**src/rtl/spu_imm_pkg.sv**
```systemverilog
// spu_imm_pkg: immediate formats, round-robin pointer encoding and field widths
package spu_imm_pkg;

    typedef enum logic [1:0] {
        IMM7  = 2'b00,
        IMM10 = 2'b01,
        IMM16 = 2'b10,
        IMM18 = 2'b11
    } imm_fmt_e;

    typedef enum logic {
        EVEN = 1'b0,
        ODD  = 1'b1
    } rr_ptr_e;

    localparam int W_IMM7  = 7;
    localparam int W_IMM10 = 10;
    localparam int W_IMM16 = 16;
    localparam int W_IMM18 = 18;

endpackage

```
**src/rtl/sign_ext.sv**
```systemverilog
// sign_ext: combinational sign extension of a 7/10/16/18-bit immediate to W_OUT bits
module sign_ext
    import spu_imm_pkg::*;
#(
    parameter int W_OUT = 128
) (
    input  imm_fmt_e           sel,
    input  logic [W_IMM7-1:0]  imm7,
    input  logic [W_IMM10-1:0] imm10,
    input  logic [W_IMM16-1:0] imm16,
    input  logic [W_IMM18-1:0] imm18,
    output logic [W_OUT-1:0]   res
);

    always_comb begin
        res = sel == IMM7  ? {{(W_OUT-W_IMM7){imm7[W_IMM7-1]}}, imm7} :
              sel == IMM10 ? {{(W_OUT-W_IMM10){imm10[W_IMM10-1]}}, imm10} :
              sel == IMM16 ? {{(W_OUT-W_IMM16){imm16[W_IMM16-1]}}, imm16} :
                             {{(W_OUT-W_IMM18){imm18[W_IMM18-1]}}, imm18};
    end

endmodule

```
**src/rtl/imm_ext_arbiter.sv**
```systemverilog
// imm_ext_arbiter: round-robin sharing of one sign extender between even and odd pipes,
// each pipe owning a registered result slot held until acknowledged.
module imm_ext_arbiter
    import spu_imm_pkg::*;
#(
    parameter int W_OUT = 128,
    parameter int W_TAG = 7
) (
    input  logic             clk,
    input  logic             rst_n,
    input  logic             ev_req,
    input  logic [1:0]       ev_sel,
    input  logic [17:0]      ev_imm,
    input  logic [W_TAG-1:0] ev_tag,
    output logic             ev_gnt,
    output logic             ev_res_vld,
    output logic [W_OUT-1:0] ev_res,
    output logic [W_TAG-1:0] ev_res_tag,
    input  logic             ev_res_ack,
    input  logic             od_req,
    input  logic [1:0]       od_sel,
    input  logic [17:0]      od_imm,
    input  logic [W_TAG-1:0] od_tag,
    output logic             od_gnt,
    output logic             od_res_vld,
    output logic [W_OUT-1:0] od_res,
    output logic [W_TAG-1:0] od_res_tag,
    input  logic             od_res_ack
);

    rr_ptr_e          ptr_q, ptr_d;
    logic             ev_vld_q, ev_vld_d, od_vld_q, od_vld_d;
    logic [W_OUT-1:0] ev_res_q, ev_res_d, od_res_q, od_res_d;
    logic [W_TAG-1:0] ev_tag_q, ev_tag_d, od_tag_q, od_tag_d;
    logic             ev_elig, od_elig;
    imm_fmt_e         mux_sel;
    logic [17:0]      mux_imm;
    logic [W_OUT-1:0] ext_res;

    sign_ext #(.W_OUT(W_OUT)) u_sign_ext (
        .sel   (mux_sel),
        .imm7  (mux_imm[W_IMM7-1:0]),
        .imm10 (mux_imm[W_IMM10-1:0]),
        .imm16 (mux_imm[W_IMM16-1:0]),
        .imm18 (mux_imm[W_IMM18-1:0]),
        .res   (ext_res)
    );

    // Acks reach the grant only through the slot-free term; results come from flops.
    always_comb begin
        ev_elig  = rst_n && ev_req && (!ev_vld_q || ev_res_ack);
        od_elig  = rst_n && od_req && (!od_vld_q || od_res_ack);
        ev_gnt   = ev_elig && (!od_elig || ptr_q == ODD);
        od_gnt   = od_elig && !ev_gnt;
        mux_sel  = imm_fmt_e'(ev_gnt ? ev_sel : od_sel);
        mux_imm  = ev_gnt ? ev_imm : od_imm;
        ev_vld_d = ev_gnt || (ev_vld_q && !ev_res_ack);
        od_vld_d = od_gnt || (od_vld_q && !od_res_ack);
        ev_res_d = ev_gnt ? ext_res : ev_res_q;
        od_res_d = od_gnt ? ext_res : od_res_q;
        ev_tag_d = ev_gnt ? ev_tag : ev_tag_q;
        od_tag_d = od_gnt ? od_tag : od_tag_q;
        ptr_d    = ev_gnt ? EVEN : od_gnt ? ODD : ptr_q;
    end

    always_ff @(posedge clk) begin
        if (!rst_n) begin
            ptr_q    <= ODD;
            ev_vld_q <= 1'b0;
            od_vld_q <= 1'b0;
            ev_res_q <= '0;
            od_res_q <= '0;
            ev_tag_q <= '0;
            od_tag_q <= '0;
        end else begin
            ptr_q    <= ptr_d;
            ev_vld_q <= ev_vld_d;
            od_vld_q <= od_vld_d;
            ev_res_q <= ev_res_d;
            od_res_q <= od_res_d;
            ev_tag_q <= ev_tag_d;
            od_tag_q <= od_tag_d;
        end
    end

    assign ev_res_vld = ev_vld_q;
    assign od_res_vld = od_vld_q;
    assign ev_res     = ev_res_q;
    assign od_res     = od_res_q;
    assign ev_res_tag = ev_tag_q;
    assign od_res_tag = od_tag_q;

endmodule

```
**config.mk**
```make
export PLATFORM = sky130hd
export DESIGN_NAME = imm_ext_arbiter
export DESIGN_NICKNAME = d
export VERILOG_FILES = /design/src/rtl/spu_imm_pkg.sv /design/src/rtl/sign_ext.sv /design/src/rtl/imm_ext_arbiter.sv
export SDC_FILE = /design/constraint.sdc
export NUM_CORES = 1
export LEC_CHECK = 0
export BUFFER_PORTS_ARGS = -buffer_cell sky130_fd_sc_hd__buf_2
export CORE_ASPECT_RATIO = 0.75
export CORE_MARGIN = 8
export CORE_UTILIZATION = 56
export DETAILED_ROUTE_END_ITERATION = 12
export PLACE_DENSITY = 0.86
export SKIP_LAST_GASP = 1
export SYNTH_ARGS = -nofsm -noshare
export SYNTH_HDL_FRONTEND = slang
export SYNTH_HIERARCHICAL = 1
export SYNTH_SLANG_ARGS = --single-unit
```
**constraint.sdc**
```tcl
create_clock -name clk -period 5.98 [get_ports clk]
set_input_delay 1.196 -clock clk [delete_from_list [all_inputs] [get_ports clk]]
set_output_delay 1.196 -clock clk [all_outputs]
set_load 0.005 [all_outputs]
```
==> impl_results.md, run 1 <==
* Outcome: finished, final reports clean
* Top cells by area, synth: dfxtp_1 44%, mux2i_1 22%, nand2_1 12%
* Post-Syn Instances at 1329
* Mapped Area at around 0.012 sq mm
* Layout area overhead at 14.9%
* Syn_area_per_cell at 9.25 sq um
* Worst setup SP type: input pin
* Total CTS buffers at 27
* Worst skew pair latency at 0.53 ns
* Synthesized Nets at approximately 1400
* Hold Vio Cnt, Final at 0
* Endpoints failing setup at 0
* Root Driver: clkbuf_16
* Die area at around 0.027 sq mm
* Max frequency at approximately 0.25 GHz
* Max Fanout on Critical Path at 56
* Routed len/inst at roughly 16 um
* Die Y-Extent at between 100 and 150 um
* Drt pass-1 iters at 5
* Netlist cell types at 24
* DRC viols at 0
* Share of cells above drive strength 1 at a little over a quarter
* Post-CTS Setup Repair Bufs at 0
* Pin count of the biggest net entering global routing at roughly 260
* Post-DP HPWL at just under 20 mm
* Port bufs at between 300 and 400
* Htree depth at 1
* Clock-pin slew on the worst setup and hold paths at about 0.06 ns
* Worst Clk Skew at approximately 0.016 ns
* Slew @ Worst Pin at ~1.2 ns
* Final slew viol count at 0
* Initial antenna violation count at 1
* Total GRT Usage at approximately a fifth
* Design Power at ~0.0047 W
* Flops & latches, synth at 273
* Synth top area share at around 44%
* WHS Path Cells at 2
* Crit path kind: input pin to register
* Top cells by count, synth: 405 x nand2_1, 273 x dfxtp_1, 270 x mux2i_1
* Total I/O pin count at 334
* RSZ-0062 raised after global routing: no
* Resize count post-CTS at 0
* Row count at between 40 and 50
* Post-DRT Antenna Nets at 0
* Initial core utilization at ~56%
* Period utilization at roughly 67%
* Initial DRC count at 438
* Layout Nets at approximately 1600
* Via count at 8911
* Sequential element share of the synthesized area at between 40% and 50%
* Cts hold-fix bufs at 0
* Power per cell area at roughly 330 mW/mm^2
* Synth warn at 6
* CTS tree: built
* Crit end category: register
* Vias in the first global route at between 8000 and 9000
* Core footprint at 0.0218 sq mm
* Min Clock Period, post-route at approximately 4 ns
* Fillers at around 1700
* Min-Delay Path Class: register to register
* Req. time, crit path at 6.42 ns
* Max cap viols at 0
* Final hold slack at 0.450 ns
* Ys async rst share at 0%
* VDD IR max at approximately 0.25 mV
* Crit path DAT at about 4.5 ns
* FF-to-FF path depth at 8
* Via/cell ratio at between 4 and 5
* Dominant cell type by area after synthesis: dfxtp_1
* Clk sinks at between 200 and 300
* Horiz. Die Dim at between 150 and 200 um
* Grt ovf at 0
* Main synth FF type: dfxtp_1
* Post-synth EDFFs at 0
* First-pass GRT wire length at 45.3 mm
* Most frequent cell after synthesis: nand2_1
* RePlAce Congestion at ~0.77
* Clock Tree Buf Depth at 3
* Worst rel slew slack at between 15 and 20%
* # diodes at 0
* Setup_tns at 0 ns
* Drt total wl at between 20 and 30 mm
* Leak at just under 8 nW
[power by group]
group	internal (W)	switching, W	total (W)
Combinational	0.000385	0.000480	0.000865
Clock	0.00103	0.000698	0.00173
Sequential	0.00202	0.000104	0.00212
Total	0.00344	0.00128	0.00472
[flip-flops by register name (all words and copies together) (netlist names)]
register    cells
ev_res        128
od_res        128
ev_res_tag      7
od_res_tag      7
ev_res_vld      1
od_res_vld      1
ptr_q           1
[area by class of cell]
cell class | count | area [sq um] | share of cell area (%)
clock buffer | 38 | 777 | 5.51
clock inverter | 10 | 135 | 0.957
inverter | 138 | 518 | 3.67
multi-input combinational | 725 | 5030 | 35.7
sequential | 273 | 5470 | 38.7
tap | 294 | 368 | 2.61
timing repair buffer | 345 | 1820 | 12.9
[layer usage]
metal  vias up  track usage, %  share of wire (%)
li1       4447               -                  -
met2       279            33.1                 46
met5         -               0              0.046
met4         2            6.42                3.2
met1      4122            23.9                 42
met3        61            7.45                8.6
[cell usage in the layout (no fill, tap or decap), types with 6 or more instances in the layout]
cell / count
inv_1: 138
mux4_1: 14
mux2_2: 20
dfxtp_1: 273
clkbuf_16: 27
buf_4: 8
clkbuf_8: 6
nand2_1: 405
buf_2: 332
mux2i_1: 270
[logic make-up (layout without fill, tap and decap cells)]
| group | count (synthesis) | after routing | share of synthesized area (%) |
|---|---|---|---|
| AND/OR/NAND/NOR | 410 | 410 | 12.7 |
| buffers and inverters | 331 | 531 | 14.8 |
| multiplexers | 308 | 308 | 27.6 |
| flip-flops | 273 | 273 | 44.5 |
| AO/OA/AOI/OAI | 7 | 7 | 0.418 |
[worst paths after layout]
path	from	end	slack, ns
max	od_res_ack	od_res[56]$_SDFFE_PN0P_	1.97
min	od_res_tag[2]$_SDFFE_PN0P_	od_res_tag[2]$_SDFFE_PN0P_	0.45
max reg2reg	ptr_q$_SDFFE_PN1P_	od_res[56]$_SDFFE_PN0P_	2.33
min reg2reg	od_res_tag[2]$_SDFFE_PN0P_	od_res_tag[2]$_SDFFE_PN0P_	0.45
[metrics by stage]
stage	util, %	worst slack, ns	instance area (sq um)	instances
floorplan	-	1.10	12300	1329
global placement	60.5	1.58	13200	1775
detailed placement	60.5	1.49	13200	1775
CTS	64.7	2.01	14100	1823
global route	64.7	1.81	14100	1823
finish	64.7	1.97	14100	1823
[critical path: stages]
cell       delay (ns)
buf_2            0.10
nor2b_1          0.39
o2111ai_4        0.24
buf_4            0.37
mux2_2           0.57
mux4_4           0.86
buf_4            0.37
nand2_1          0.09
mux2i_1          0.20
No activity file was read; power rests on OpenSTA's default activity.
==> run 2, diff against run 1 <==
CORE_UTILIZATION = 50   (was 56)
PLACE_DENSITY = 0.82   (was 0.86)
clock period = 3.6 ns   (was 5.98 ns; I/O delays follow)
==> run 2 against run 1 <==
Against the previous run: hold slack lost 0.020 ns; first-iteration DRC count fell by 19%; utilization down 5.7 points; clock power increased by 72%; highest routed layer is now met4; power is 68% higher; register-to-register slack lost 2.0 ns; sequential power grew 66%; clock skew fell by 0.011 ns; routed wire length down 0.45%; final area increased by 0.45%; final cell count up 2.0%; sequential share of layout area decreased by 0.17 points.
==> impl_results.md, run 2 (synthesis results as in run 1) <==
* Outcome: finished, final reports clean
* Register share of total power at 44.4%
* Min-Delay Path Class: input pin to register
* Period utilization at 91.8%
* Resize count post-CTS at 0
* VDD IR max at ~0.32 mV
* Clock Tree Buf Depth at 3
* Pin count of the biggest net entering global routing at 240
* Final hold slack at roughly 0.43 ns
* Crit end category: register
* Max cap viols at 0
* FF-to-FF path depth at 7
* Slew @ Worst Pin at between 1 and 1.5 ns
* Min Clock Period, post-route at ~3.3 ns
* Placed cell area at 0.0132 sq mm
* Setup_tns at 0 ns
* Routed len/inst at between 15 and 20 um
* Fin util at between 50% and 60%
* Die area at ~0.030 sq mm
* Req. time, crit path at between 3 and 4 ns
* Max frequency at 0.302 GHz
* Worst rel slew slack at about a fifth
* Initial core utilization at 51.1%
* RSZ-0062 raised after global routing: no
* Share of cells above drive strength 1 at roughly 27%
* Via/cell ratio at 4.73
* Commonest non-fill, non-tap cell in the layout: nand2_1
* Total CTS buffers at 27
* Cell Int Power at slightly below 0.006 W
* Root Driver: clkbuf_16
* Setup ws final at between 0.2 and 0.3 ns
* Pre-CTS setup slack at between 0.15 and 0.2 ns
* Max Fanout on Critical Path at approximately 220
* Net Switching at roughly 0.0021 W
* Endpoints failing setup at 0
* Most frequent cells in the layout: 405 x nand2_1, 332 x buf_2, 273 x dfxtp_1
* Multi-input logic area at ~0.005 sq mm
* Reg area at ~0.0055 sq mm
* Crit path DAT at about 3.7 ns
* Hold Vio Cnt, Final at 0
* Initial DRC count at between 300 and 400
* First-pass GRT wire length at around 44 mm
* DRC viols at 0
* Layout Nets at 1569
* Leak at a little under 8 nW
* Hold Path Sink: ev_res_tag[0]$_SDFFE_PN0P_
* R2r setup slk at between 0.2 and 0.3 ns
* Port bufs at roughly 330
* Power share of the clock group at approximately 38%
* Total GRT Usage at about 18%
* Final slew viol count at 0
* Fillers at 2000
* Total I/O pin count at around 330
* WHS Path Cells at 3
* Horiz. Die Dim at just under 200 um
* Worst skew pair latency at approximately 0.51 ns
* Drt pass-1 iters at 4
* R2r endpoint: od_res[38]$_SDFFE_PN0P_
* FF-to-FF Start: od_res_vld$_SDFF_PN0_
* Final Cell Area at roughly 0.014 sq mm
* Row count at 49
* Layout area overhead at 15.4%
* Post-CTS Setup Repair Bufs at 0
* Clock-pin slew on the worst setup and hold paths at roughly 0.060 ns
* Vias in the first global route at about 8500
* Cts hold-fix bufs at 0
* Hold wc startpoint: ev_tag[0]
* Post-DRT Antenna Nets at 0
* Via count at slightly below 9000
* Worst setup SP type: register
* Initial antenna violation count at 0
* Drt total wl at between 20 and 30 mm
* Worst path cell trace: nor2b_1, o2111ai_4, mux2_2, mux4_4, buf_12, nand2_1, mux2i_1
* Crit path kind: register to register
* # diodes at 0
* Comb power frac at approximately 18%
* Power per cell area at approximately 560 mW/mm^2
* CTS tree: built
* Switching Share at a little over a quarter
* Core footprint at 0.0240 sq mm
* Clk sinks at about 270
* Post-DP HPWL at 18.7 mm
* RePlAce Congestion at between 0.7 and 0.8
* Grt ovf at 0
* Htree depth at 1
* Worst path max stage delay at 0.65 ns
* Die Y-Extent at 152 um
* Critical path's slowest cell: mux4_4
* Worst Clk Skew at ~0.0049 ns
## run 2: per-layer routing
metal	up-vias	share of wire, %	GRT usage (%)	wire length (um)
met5	-	0	0	0
met4	0	2.7	4.95	756
met3	46	8.4	5.96	2390
met2	238	46	29.0	13100
met1	4069	43	21.7	12100
li1	4446	-	-	-
## run 2: layout make-up
cell class              instances  area share, %
flip-flops and latches        273           38.5
multi-input cells             725           35.5
repair buffers                344           12.7
clock buffers                  37           5.52
inverters                     138           3.65
well taps                     331           2.92
clock inverters                12           1.17
## run 2: worst max-delay path: cells and delay by family (launching register included)
family	cells	cell delay (ns)
muxes	3	1.22
AOI/OAI and AO/OA	1	0.28
buffers and inverters	1	0.23
and+or+nand+nor	2	0.71
DFF	1	0.32
## run 2: per-stage QoR
| step | std cells | power, W |
|---|---|---|
| floorplan | 1329 | 0.00472 |
| global placement | 1811 | 0.00496 |
| CTS | 1860 | 0.00801 |
| finish | 1860 | 0.00793 |
| detailed placement | 1811 | 0.00502 |
| global route | 1860 | 0.00831 |
## run 2: how the worst max path moves through the flow
stage / depth (start not counted) / startpoint / to / slack [ns]
floorplan: 9 / od_res_ack / od_res[18]$_SDFFE_PN0P_ / 0.07
global placement: 8 / od_res_ack / od_res[61]$_SDFFE_PN0P_ / 0.23
global route: 7 / od_res_vld$_SDFF_PN0_ / od_res[28]$_SDFFE_PN0P_ / 0.28
finish: 7 / od_res_vld$_SDFF_PN0_ / od_res[38]$_SDFFE_PN0P_ / 0.29
CTS: 7 / od_res_vld$_SDFF_PN0_ / od_res[38]$_SDFFE_PN0P_ / 0.57
detailed placement: 8 / od_res_ack / od_res[111]$_SDFFE_PN0P_ / 0.15
## run 2: power groups by stage
stage	logic (W)	clock network [W]	registers (W)
after floorplan	0.00111	0	0.00361
after global placement	0.00139	0	0.00357
after detailed placement	0.00144	0	0.00358
after CTS	0.00145	0.00304	0.00352
after global routing	0.00158	0.00317	0.00356
final	0.00143	0.00297	0.00352
==> run 3, diff against run 2 <==
CORE_UTILIZATION = 56   (was 50)
PLACE_DENSITY = 0.86   (was 0.82)
clock period = 3.4 ns   (was 3.6 ns; I/O delays follow)
==> run 3 against run 2 <==
Against the previous run: count of clock-buffer cells in the layout decreased by 1; sequential power increased by 6.2%; critical path depth unchanged; clock skew is 0.0056 ns higher; non-clock buffer count grew 7; routed wire length grew 0.72%; combinational power rose by 6%; largest cell class unchanged.
==> impl_results.md, run 3 (synthesis results as in run 1) <==
* Outcome: finished, final reports clean
* Post-DP HPWL at around 19 mm
* Row count at 47
* Req. time, crit path at around 3.8 ns
* Reg area at 0.00547 sq mm
* Final hold slack at approximately 0.4 ns
* Most frequent cells in the layout: 405 x nand2_1, 332 x buf_2, 273 x dfxtp_1
* Worst skew pair latency at 0.52 ns
* Power share of the clock group at between 30% and 40%
* Core footprint at approximately 0.022 sq mm
* Max Fanout on Critical Path at 34
* Total CTS buffers at 26
* Period utilization at between 80% and 90%
* # diodes at 0
* Resize count post-CTS at 0
* Max cap viols at 0
* Fillers at roughly 1700
* Cts hold-fix bufs at 0
* Via/cell ratio at 4.86
* Clock Tree Buf Depth at 3
* Post-DRT Antenna Nets at 0
* Via count at roughly 9000
* Clk sinks at approximately 270
* Worst rel slew slack at between 10% and 20%
* RSZ-0062 raised after global routing: no
* Switching Share at between 20% and 30%
* Htree depth at 1
* Total I/O pin count at approximately 330
* Hold wc startpoint: ev_tag[0]
* Commonest non-fill, non-tap cell in the layout: nand2_1
* Pin count of the biggest net entering global routing at 250
* Min Clock Period, post-route at approximately 2.9 ns
* Horiz. Die Dim at between 150 and 200 um
* First-pass GRT wire length at between 40 and 50 mm
* Vias in the first global route at roughly 8900
* Layout Nets at ~1600
* Routed len/inst at ~16 um
* VDD IR max at between 0.4 and 0.5 mV
* Drt pass-1 iters at 4
* Initial antenna violation count at 4
* Root Driver: clkbuf_16
* Grt ovf at 0
* Post-CTS Setup Repair Bufs at 0
* RePlAce Congestion at about 0.8
* Initial DRC count at about 400
* Die Y-Extent at ~140 um
* Layout area overhead at 15.9%
* Multi-input logic area at 0.00503 sq mm
* Min-Delay Path Class: input pin to register
* Power per cell area at 597 mW/mm^2
* Worst setup SP type: register
* Drt total wl at 28.6 mm
* Port bufs at 333
* Slew @ Worst Pin at 1.21 ns
* Fin util at 65.3%
* Max frequency at about 0.34 GHz
* Setup ws final at approximately 0.50 ns
* Leak at around 8 nW
* Final slew viol count at 0
* FF-to-FF Start: ptr_q$_SDFFE_PN1P_
* Pre-CTS setup slack at between 0.15 and 0.2 ns
* Crit path kind: register to register
* R2r setup slk at approximately 0.50 ns
* R2r endpoint: ev_res[61]$_SDFFE_PN0P_
* Worst Clk Skew at around 0.011 ns
* DRC viols at 0
* Endpoints failing setup at 0
* Share of cells above drive strength 1 at 27.6%
* Crit end category: register
* Crit path DAT at around 3.3 ns
* Register share of total power at a little over two fifths
* Design Power at 0.00850 W
* Die area at about 0.027 sq mm
* Hold Vio Cnt, Final at 0
* Total GRT Usage at 19.8%
* Hold Path Sink: ev_res_tag[0]$_SDFFE_PN0P_
* WHS Path Cells at 3
* Net Switching at 0.00223 W
* Clock-pin slew on the worst setup and hold paths at 0.06 ns
* Initial core utilization at between 50% and 60%
* CTS tree: built
* FF-to-FF path depth at 7
* Setup_tns at 0 ns
* Comb power frac at approximately 18%
* Cell Int Power at around 0.0063 W
==> run 3: changes by cell type in the layout (fill, tap and decap cells not counted), sizes merged <==
cell	before	now
bufinv	4	6
clkbuf	37	36
clkinv	6	3
buf	344	351
==> run 3: final cells by class <==
class	count	share of cell area [%]
clock buffer	36	5.40
tap	294	2.58
timing repair buffer	351	13.2
multi-input combinational	725	35.3
clock inverter	11	1.48
inverter	138	3.64
sequential	273	38.4
==> run 3: how the worst max path moves through the flow <==
stage,startpoint,end,slack [ns],depth (start not counted)
detailed placement,od_res_ack,ev_res[61]$_SDFFE_PN0P_,0.18,8
global placement,od_res_ack,od_res[67]$_SDFFE_PN0P_,0.28,8
finish,ptr_q$_SDFFE_PN1P_,ev_res[61]$_SDFFE_PN0P_,0.50,7
CTS,ptr_q$_SDFFE_PN1P_,ev_res[61]$_SDFFE_PN0P_,0.51,7
global route,ptr_q$_SDFFE_PN1P_,ev_res[61]$_SDFFE_PN0P_,0.35,7
floorplan,od_res_ack,od_res[18]$_SDFFE_PN0P_,0.22,8
==> run 3: power by group through the flow <==
| stage | Sequential, W | Clock (W) | Combinational (W) |
|---|---|---|---|
| after detailed placement | 0.00380 | 0 | 0.00152 |
| after global placement | 0.00378 | 0 | 0.00147 |
| final | 0.00374 | 0.00325 | 0.00151 |
| after floorplan | 0.00382 | 0 | 0.00117 |
| after CTS | 0.00373 | 0.00332 | 0.00153 |
| after global routing | 0.00377 | 0.00344 | 0.00168 |
==> run 3: layer usage <==
| metal | vias up | part of all wire, % | GRT usage (%) |
|---|---|---|---|
| met5 | - | 0.17 | 0 |
| met1 | 4097 | 41 | 22.4 |
| li1 | 4442 | - | - |
| met2 | 291 | 47 | 33.8 |
| met3 | 54 | 9.6 | 8.67 |
| met4 | 8 | 2.7 | 5.75 |
==> run 3: stage by stage <==
| step | std cells | instance area, sq um |
|---|---|---|
| 3_5_place_dp | 1781 | 13300 |
| 6_report | 1828 | 14200 |
| 3_3_place_gp | 1781 | 13300 |
| 2_1_floorplan | 1329 | 12300 |
| 4_1_cts | 1828 | 14200 |
| 5_1_grt | 1828 | 14200 |
==> run 3: worst max-delay path, cell delays in order, from the launching register on <==
cell,delay (ns)
dfxtp_1,0.36
nand2b_1,0.19
o2111ai_4,0.32
buf_4,0.23
buf_4,0.28
buf_4,0.53
buf_4,0.55
mux2i_1,0.28
